$ cat config.mk
export PLATFORM = sky130hd
export DESIGN_NAME = y_ctrl_fsm
export DESIGN_NICKNAME = d
export VERILOG_FILES = /design/src/rtl/y_pkg.sv /design/src/rtl/y_ctrl_decode.sv /design/src/rtl/y_ctrl_fsm.sv
export SDC_FILE = /design/constraint.sdc
export NUM_CORES = 1
export LEC_CHECK = 0
export CORE_UTILIZATION = 45
export CTS_BUF_LIST = sky130_fd_sc_hd__clkbuf_8 sky130_fd_sc_hd__clkbuf_16
export CTS_CLUSTER_DIAMETER = 200
export CTS_CLUSTER_SIZE = 25
export DETAILED_ROUTE_END_ITERATION = 10
export GPL_ROUTABILITY_DRIVEN = 1
export PLACE_DENSITY = 0.89
export SYNTH_ARGS = -nofsm -noshare
export SYNTH_HDL_FRONTEND = slang
export SYNTH_SLANG_ARGS = --single-unit
export TNS_END_PERCENT = 20
$ cat constraint.sdc
create_clock -name clk -period 2.25 [get_ports clk]
set_input_delay 0.225 -clock clk [delete_from_list [all_inputs] [get_ports clk]]
set_output_delay 0.225 -clock clk [all_outputs]
set_load 0.01 [all_outputs]
$ cat src/rtl/y_pkg.sv
// Shared definitions for the y_ctrl_fsm sequencer: opcodes, ALU op codes,
// state encoding and the control vector.
package y_pkg;

  localparam logic [31:0] RESET_PC    = 32'h28;
  localparam int          MEM_TIMEOUT = 15;

  localparam logic [6:0] OP_R   = 7'h33;
  localparam logic [6:0] OP_I   = 7'h13;
  localparam logic [6:0] OP_LW  = 7'h03;
  localparam logic [6:0] OP_SW  = 7'h23;
  localparam logic [6:0] OP_BEQ = 7'h63;
  localparam logic [6:0] OP_JAL = 7'h6F;

  localparam logic [2:0] ALU_AND = 3'b000;
  localparam logic [2:0] ALU_OR  = 3'b001;
  localparam logic [2:0] ALU_ADD = 3'b010;
  localparam logic [2:0] ALU_SUB = 3'b110;
  localparam logic [2:0] ALU_SLT = 3'b111;

  typedef enum logic [2:0] {
    S_FETCH  = 3'd0,
    S_DECODE = 3'd1,
    S_EXEC   = 3'd2,
    S_MEM    = 3'd3,
    S_WB     = 3'd4,
    S_HALT   = 3'd5
  } state_t;

  typedef enum logic [2:0] {
    CL_R, CL_I, CL_LW, CL_SW, CL_BEQ, CL_JAL, CL_BAD
  } iclass_t;

  typedef struct packed {
    logic       reg_write;
    logic       alu_src;
    logic       mem_read;
    logic       mem_write;
    logic       mem2reg;
    logic       link;
    logic [2:0] op;
  } ctrl_t;

  function automatic iclass_t classify(input logic [6:0] opcode);
    case (opcode)
      OP_R:    return CL_R;
      OP_I:    return CL_I;
      OP_LW:   return CL_LW;
      OP_SW:   return CL_SW;
      OP_BEQ:  return CL_BEQ;
      OP_JAL:  return CL_JAL;
      default: return CL_BAD;
    endcase
  endfunction

endpackage

$ cat src/rtl/y_ctrl_decode.sv
// Combinational control decode: registered IR plus current state in,
// Moore control vector and instruction class out.
module y_ctrl_decode import y_pkg::*; (
  input  logic [31:0] ir,
  input  state_t      state,
  output ctrl_t       ctrl,
  output iclass_t     iclass,
  output logic        illegal,
  output logic        ir_zero
);

  logic [2:0] cls_op;
  logic       in_dp;

  assign iclass  = classify(ir[6:0]);
  assign illegal = (iclass == CL_BAD);
  assign ir_zero = (ir == 32'd0);
  assign in_dp   = (state == S_EXEC) || (state == S_MEM) || (state == S_WB);

  always_comb begin
    cls_op = ALU_ADD;
    if (iclass == CL_BEQ) begin
      cls_op = ALU_SUB;
    end else if (iclass == CL_R) begin
      case (ir[14:12])
        3'b000:  cls_op = (ir[31:25] == 7'h20) ? ALU_SUB : ALU_ADD;
        3'b111:  cls_op = ALU_AND;
        3'b110:  cls_op = ALU_OR;
        3'b010:  cls_op = ALU_SLT;
        default: cls_op = ALU_ADD;
      endcase
    end
  end

  // Outside EXEC/MEM/WB every strobe is 0 and the ALU idles on add.
  always_comb begin
    ctrl    = '0;
    ctrl.op = ALU_ADD;
    if (in_dp) begin
      ctrl.alu_src = !((iclass == CL_R) || (iclass == CL_BEQ));
      ctrl.op      = cls_op;
    end
    if (state == S_MEM) begin
      ctrl.mem_read  = (iclass == CL_LW);
      ctrl.mem_write = (iclass == CL_SW);
    end
    if (state == S_WB) begin
      ctrl.reg_write = 1'b1;
      ctrl.mem2reg   = (iclass == CL_LW);
      ctrl.link      = (iclass == CL_JAL);
    end
  end

endmodule

$ cat src/rtl/y_ctrl_fsm.sv
// Multi-cycle control sequencer: owns PC, IR, MEM wait counter and the
// retired-instruction counter; controls are decoded from state and IR.
module y_ctrl_fsm import y_pkg::*; (
  input  logic        clk,
  input  logic        rst_n,
  input  logic [31:0] ins,
  input  logic        zero,
  input  logic [31:0] PCp4,
  input  logic [31:0] branch,
  input  logic [31:0] jTarget,
  input  logic        mem_ready,
  output logic [31:0] PCin,
  output logic        RegWrite,
  output logic        ALUSrc,
  output logic        MemRead,
  output logic        MemWrite,
  output logic        Mem2Reg,
  output logic        link,
  output logic [2:0]  op,
  output logic [2:0]  state,
  output logic [31:0] retired,
  output logic        halt,
  output logic        err
);

  state_t      state_q;
  logic [31:0] ir;
  logic [3:0]  wait_cnt;
  ctrl_t       ctrl;
  iclass_t     iclass;
  logic        illegal;
  logic        ir_zero;

  y_ctrl_decode u_decode (
    .ir      (ir),
    .state   (state_q),
    .ctrl    (ctrl),
    .iclass  (iclass),
    .illegal (illegal),
    .ir_zero (ir_zero)
  );

  assign state    = state_q;
  assign RegWrite = ctrl.reg_write;
  assign ALUSrc   = ctrl.alu_src;
  assign MemRead  = ctrl.mem_read;
  assign MemWrite = ctrl.mem_write;
  assign Mem2Reg  = ctrl.mem2reg;
  assign link     = ctrl.link;
  assign op       = ctrl.op;

  // PC and retired only move on the edge that leaves an instruction's last state.
  always_ff @(posedge clk or negedge rst_n) begin
    if (!rst_n) begin
      state_q  <= S_FETCH;
      ir       <= 32'd0;
      PCin     <= RESET_PC;
      wait_cnt <= 4'd0;
      retired  <= 32'd0;
      halt     <= 1'b0;
      err      <= 1'b0;
    end else begin
      case (state_q)
        S_FETCH: begin
          ir      <= ins;
          state_q <= S_DECODE;
        end
        S_DECODE: begin
          if (illegal) begin
            state_q <= S_HALT;
            halt    <= 1'b1;
            err     <= !ir_zero;
          end else begin
            state_q <= S_EXEC;
          end
        end
        S_EXEC: begin
          wait_cnt <= 4'd0;
          case (iclass)
            CL_BEQ: begin
              PCin    <= zero ? branch : PCp4;
              retired <= retired + 32'd1;
              state_q <= S_FETCH;
            end
            CL_LW, CL_SW: state_q <= S_MEM;
            default:      state_q <= S_WB;
          endcase
        end
        S_MEM: begin
          if (mem_ready) begin
            if (iclass == CL_LW) begin
              state_q <= S_WB;
            end else begin
              PCin    <= PCp4;
              retired <= retired + 32'd1;
              state_q <= S_FETCH;
            end
          end else if (wait_cnt == 4'(MEM_TIMEOUT - 1)) begin
            // This low cycle brings the wait count to MEM_TIMEOUT.
            state_q <= S_HALT;
            halt    <= 1'b1;
            err     <= 1'b1;
          end else begin
            wait_cnt <= wait_cnt + 4'd1;
          end
        end
        S_WB: begin
          PCin    <= (iclass == CL_JAL) ? jTarget : PCp4;
          retired <= retired + 32'd1;
          state_q <= S_FETCH;
        end
        S_HALT:  state_q <= S_HALT;
        default: state_q <= S_HALT;
      endcase
    end
  end

endmodule

## Yosys cells after proc, flatten, opt, wreduce, memory -nomap -nowiden

Cells that the tools add are included.

| storage, ports and cells | value |
|---|---|
| register bits after elaboration | 105 |
| bits in latches | 0 |
| memory bits (writable) | 0 |
| memory bits (read-only) | 0 |
| input port bits | 132 |
| output and inout port bits | 78 |
| logic and storage cells | 88 |
| memories | 0 |

| cells by class | value |
|---|---|
| $add $sub $neg | 2 |
| multiply operators | 0 |
| divide/modulo/power cells | 0 |
| order comparisons | 0 |
| equality and inequality tests | 28 |
| shift operators | 0 |
| mux-type cells | 35 |
| bitwise operators | 0 |
| reductions and logical operators | 16 |

Operators with widths:

| cell | count |
|---|---|
| 32-bit 2-to-1 mux | 8 |
| 32-bit case mux with 3 select lines | 2 |
| 32-bit by 1-bit adder with 32-bit output, second input constant | 1 |
| 32-bit logical NOT | 1 |
| 3-bit 2-to-1 mux | 8 |
| 7-bit by 6-bit == test with 1-bit output, second input constant | 3 |
| 3-bit == test, second input constant | 6 |
| 3-bit case mux with 6 select lines | 1 |
| 3-bit by 2-bit == test with 1-bit output, second input constant | 5 |
| 3-bit case mux with 5 select lines | 1 |
| 7-bit == test, second input constant | 2 |
| 2-bit != test, second input constant | 7 |
| 3-bit case mux with 4 select lines | 1 |
| 3-bit logical NOT | 3 |
| 4-bit 2-to-1 mux | 2 |
| 4-bit case mux with 2 select lines | 1 |
| 4-bit AND reduction | 2 |
| 7-bit by 2-bit == test with 1-bit output, second input constant | 1 |
| 7-bit by 5-bit == test with 1-bit output, second input constant | 1 |
| 1-bit 2-to-1 mux | 6 |
| 3-bit case mux with 2 select lines | 1 |
| 4-bit by 1-bit adder with 4-bit output, second input constant | 1 |
| 4-bit == test, second input constant | 1 |
| 2-bit 2-to-1 mux | 2 |
| other kinds (9) | 14 |

## Depth between registers and ports, before layout

| depth | value |
|---|---|
| depth after elaboration | 6 |
| depth in mapped cells | 12 |
| depth with buffers taken out | 7 |

## Hierarchy

Synthesis repeated with hierarchy kept, for this count alone.

| second synthesis, totals | value |
|---|---|
| cell total of the unflattened synthesis | 570 |
| area, all modules | 5,425.2 µm² |

Modules (own cells, without submodules):

| module | instances | cells an instance | area each (µm²) | sequential area each (µm²) |
|---|---|---|---|---|
| y_ctrl_fsm | 1 | 520 | 5,092.4 | 2,630.0 |
| y_ctrl_decode | 1 | 50 | 332.8 | 0.0 |

## Least setup slack after synthesis

OpenSTA, ideal clock, no wires.

| path | value |
|---|---|
| path type | register to register |
| from | register state_q[2], in the netlist state[2] |
| to | register retired[19] |
| library setup time | 0.128 ns |
| arrival time | 1.903 ns |
| data required time | 2.122 ns |
| path slack | 0.219 ns |
| stages on the path, launching flop included | 13 |
| buffers on the path | 5 |
| clock period less this slack | 2.031 ns |
| path through | dfrtp_1 > buf_4 > nor2b_4 > buf_6 > nand2b_1 > buf_6 > clkinv_4 > a31oi_2 > a21o_1 > buf_6 > buf_6 > nor3_2 > xor2_1 |

| on the way | value |
|---|---|
| longest elaborated chain between the ends | 3 |
| elaborated cells on any way between the ends | 9 |
| classes of those cells | 6 x eq/ne; 1 x mux; 2 x reduce/logical |

Ends and longest elaborated chain:

| item | line | source |
|---|---|---|
| from (decl) | y_ctrl_fsm.sv:26 | `state_t state_q;` |
| from (signal assigned) | y_ctrl_fsm.sv:55 | `state_q <= S_FETCH;` |
| from (signal assigned) | y_ctrl_fsm.sv:66 | `state_q <= S_DECODE;` |
| from (signal assigned) | y_ctrl_fsm.sv:70 | `state_q <= S_HALT;` |
| 3-bit by 2-bit == test with 1-bit output / 3-bit == test (equally long branches) | y_ctrl_fsm.sv:63 | `case (state_q)` |
| 2-bit != test (no source line) / 3-bit nonzero test (equally long branches) | n/a |  |
| 4-bit AND reduction (no source line) | n/a |  |
| to (signal assigned) | y_ctrl_fsm.sv:82 | `retired <= retired + 32'd1;` |
| to (signal assigned) | y_ctrl_fsm.sv:95 | `retired <= retired + 32'd1;` |
| to (signal assigned) | y_ctrl_fsm.sv:109 | `retired <= retired + 32'd1;` |
| to (decl) | y_ctrl_fsm.sv:21 | `output logic [31:0] retired,` |

Parallel ways exist; a longest one is shown, timed or not.
A chain may end at the register's enable or synchronous reset.

## Worst setup path in the final report

| path | value |
|---|---|
| from | register ir[2] |
| to | output op[2] |

| on the way | value |
|---|---|
| longest elaborated chain between the ends | 6 |
| elaborated cells on any way between the ends | 12 |
| classes of those cells | 7 x eq/ne; 4 x mux; 1 x reduce/logical |

Ends and longest elaborated chain:

| item | line | source |
|---|---|---|
| from (decl) | y_ctrl_fsm.sv:27 | `logic [31:0] ir;` |
| from (signal assigned) | y_ctrl_fsm.sv:65 | `ir <= ins;` |
| 7-bit == test, or another cell as far along | y_pkg.sv:45 | `case (opcode)` |
| 3-bit case mux with 6 select lines * | y_pkg.sv:45 |  |
| 3-bit logical NOT | y_ctrl_decode.sv:24 | `end else if (iclass == CL_R) begin` |
| 3-bit 2-to-1 mux | y_ctrl_decode.sv:24 |  |
| 3-bit 2-to-1 mux * | y_ctrl_decode.sv:22 | `if (iclass == CL_BEQ) begin` |
| 3-bit 2-to-1 mux * | y_ctrl_decode.sv:39 | `if (in_dp) begin` |
| to (decl) | y_ctrl_fsm.sv:19 | `output logic [2:0] op,` |

Every way passes the cells marked *; elsewhere a longest branch is shown, timed or not.

==> run metrics <==
wire length of the first global-routing pass=around 27000 microns; post-synthesis net count=approximately 670; highest net fanout along the worst path=6; FF-to-FF setup slack=roughly 0.11 ns; commonest cells after routing, fill and taps aside=sky130_fd_sc_hd__clkdlybuf4s50_1 (200), sky130_fd_sc_hd__dfrtp_1 (102), sky130_fd_sc_hd__nand2_1 (51); Rel. slew slack=between 60% and 70%; remaining antenna violation count=0; number of global-route vias before repair=about 5200; sinks on the clock net=105; Hold Path Cell Cnt=2; count of input and output buffers=around 210; total number of H-tree levels=3; Ports=210; All-Layer GR Usage=26.61%; type of element launching the critical path=register; Min-Delay Path Class=input pin to register; Antenna Diode Count=0; Clock Skews=0.009250 ns; Data arrival, critical path=1.96 ns; Power Dens Cells=869.3 nW/um^2; part of the total power dissipated in combinational logic=between 30% and 40%; area inside the core boundary=approximately 12000 sq um; Psw=around 0.0025 W; beginning of the worst hold path=ins[2]; Leak Pwr=3.322 nW; RSZ-0062 raised after global routing=yes; FF-to-FF path depth=7; synthesized instance count=539; post-synthesis register bit count=~110; maximum operating frequency=~460 MHz; Min-Delay Endpoint=ir[2]; number of synthesized flops with an enable pin=0; post-synthesis instance area=about 5600 sq um; unique cell type count in the Yosys netlist=53; switching share of power=between 30 and 40%; die outline area=roughly 13000 sq um; final hold slack=0.4775 ns; final global-route overflow total=0; Max-cap violations=0; global-route met2 utilization=between 40% and 50%; area growth from synthesis to final layout=49.26%; Final setup violation count=0; Horiz. Die Dim=between 100 and 150 microns; transition time at the pin with the least slew margin=~0.58 ns; detailed-placement wirelength estimate=around 12000 microns; Seq/Total Area, Yosys=between 40% and 50%; pre-CTS WS=-0.01016 ns; met1 layer usage reported by global route=31.65%; Synthesis Warnings=0; Worst R2R Start=ir[4]; critical path class=register to output port; time the final worst path needs with I/O delays and setup=about 2.2 ns; average detailed-routed wire length per instance=18.42 microns; cell internal pwr=0.004749 W; dominant register cell in the synthesized netlist=sky130_fd_sc_hd__dfrtp_1; first drt pass iteration count=7; clock-pin slew on the worst setup and hold paths=about 0.080 ns; Mean Syn Cell Area=around 10 sq um; total power of the final layout=~0.0072 W; per-cell via count in the routed design=roughly 5.6; WP data required=2.03 ns; initial antenna violation count=0; Post-Route Utilization=68.96%; final critical-path setup slack=between 0.06 and 0.07 ns; Residual DRC=0; GRT met3 Usage=5.999%; type of element capturing the critical path=output port; via total after detailed routing=around 5300; clock share of power=22.0%; Worst IR Drop VDD=around 0.00047 V; proportion of power drawn by flip-flops and latches=between 30% and 40%; number of buffers added by the clock tree synthesis step=9; CTS root buf=sky130_fd_sc_hd__clkbuf_16; initial core utilization=46.20%; result of the run=complete, no violations; maximum number of pins on one net before global-route repair=between 100 and 150; clk_lat worst skew=between 0.3 and 0.4 ns; Detailed Route Iter0 Violations=roughly 470; post-synthesis async set-or-reset flop share=100.0%; share of the clock period used by the worst path=between 90% and 100%; placement row count=40; weighted congestion at the end of routability-driven global placement=0.8735; vertical die dimension=between 100 and 150 microns; Critical R2R Capture=retired[25]; Bufs on Longest Clock Path=2; clock tree from TritonCTS=yes; final hold vios=0; layer with the highest usage=met2; post-detailed-routing wire length=17150 microns; Final Slew Violations=0; fraction of layout cells with a size suffix above 1=approximately 15%; final-stage net count=slightly below 900; most common library cell in the layout ignoring fill and taps=sky130_fd_sc_hd__clkdlybuf4s50_1
## metal layers
| metal | vias up | part of all wire (%) | wire, microns |
|---|---|---|---|
| met5 | - | 0 | 0 |
| met4 | 0 | 3.0 | 506 |
| met3 | 37 | 6.9 | 1179 |
| met2 | 233 | 50 | 8564 |
| met1 | 2552 | 40 | 6897 |
| li1 | 2430 | - | - |
## cell type report
class / instances / area [sq um]
clock buffer: 10 / 239.0
clock inverter: 6 / 58.81
fill: 869 / 3744
inverter: 20 / 80.08
multi-input combinational: 379 / 2718
sequential: 105 / 2631
tap: 168 / 210.2
timing repair buffer: 243 / 2381
## stage by stage
step | std cells | instance area [sq um] | TNS (ns)
finish | 931 | 8318 | 0
CTS | 928 | 8269 | 0
detailed placement | 910 | 7919 | -0.01055
global route | 931 | 8318 | -0.05339
global placement | 910 | 7919 | 0
floorplan | 539 | 5573 | 0
## worst max-delay path by stage
| stage | from | end | slack [ns] | cells past startpoint |
|---|---|---|---|---|
| after CTS | ir[3] | PCin[1] | 0.01 | 7 |
| after global routing | ir[3] | Mem2Reg | -0.02 | 5 |
| final | ir[2] | op[2] | 0.06 | 4 |
| after detailed placement | ir[3] | PCin[1] | -0.01 | 7 |
| after floorplan | state[2] | retired[19] | 0.22 | 12 |
| after global placement | ir[2] | op[0] | 0.04 | 5 |
## power groups by stage
stage          registers [W]  logic (W)  clock network (W)
5_1_grt              0.00296    0.00297            0.00171
4_1_cts              0.00287    0.00273            0.00161
6_report             0.00289    0.00276            0.00159
3_5_place_dp         0.00289    0.00268                  0
3_3_place_gp         0.00283    0.00259                  0
2_1_floorplan        0.00296    0.00121                  0
## sequential cells by signal, summed over array words and instances, names as in the netlist
signal    count
PCin         32
ir           32
retired      32
wait_cnt      4
state         3
err           1
halt          1
## synthesized netlist by cell type (6+ instances only)
master	count	area (sq um)
sky130_fd_sc_hd__nand4_1	22	137.6
sky130_fd_sc_hd__mux2_2	32	360.4
sky130_fd_sc_hd__o21ai_0	35	175.2
sky130_fd_sc_hd__a21oi_1	18	90.09
sky130_fd_sc_hd__xnor2_1	23	201.4
sky130_fd_sc_hd__buf_4	10	75.07
sky130_fd_sc_hd__nor3_1	9	45.04
sky130_fd_sc_hd__inv_1	19	71.32
sky130_fd_sc_hd__nor4_1	10	62.56
sky130_fd_sc_hd__clkbuf_1	13	48.80
sky130_fd_sc_hd__o22ai_1	14	87.58
sky130_fd_sc_hd__nand2_1	51	191.4
sky130_fd_sc_hd__buf_2	6	30.03
sky130_fd_sc_hd__dfrtp_1	103	2577
sky130_fd_sc_hd__o22a_1	14	122.6
sky130_fd_sc_hd__and3_1	9	56.30
sky130_fd_sc_hd__nor2_1	26	97.59
sky130_fd_sc_hd__a222oi_1	18	180.2
sky130_fd_sc_hd__xor2_1	11	96.34
sky130_fd_sc_hd__mux2i_1	14	140.1
sky130_fd_sc_hd__nand3_1	21	105.1
## logic make-up (layout without fill, tap and decap cells)
kind of cell | Yosys count | count (layout) | synth area share, %
simple gates | 179 | 179 | 17.98
compound gates | 117 | 117 | 14.53
flops | 105 | 105 | 47.19
buf+inv | 55 | 279 | 5.299
mux | 46 | 46 | 8.981
xor+xnor | 34 | 34 | 5.343
fa+ha+maj | 3 | 3 | 0.6736
## what timing repair did
item,in CTS,in global routing
pin swaps,0,2
gates cloned,0,0
hold endpoints to repair,103,0
setup endpoints to repair,11,25
gates resized for setup,20,3
buffers inserted,1,3
hold buffers,1,0
## worst max-delay path, cell delays in order, from the launching register on
cell and delay [ns]:
sky130_fd_sc_hd__dfrtp_2 0.46, sky130_fd_sc_hd__or3_4 0.43, sky130_fd_sc_hd__a2111oi_2 0.34, sky130_fd_sc_hd__nor3_2 0.09, sky130_fd_sc_hd__dlygate4sd2_1 0.29
Note: power is estimated with default switching activity, not from simulation.
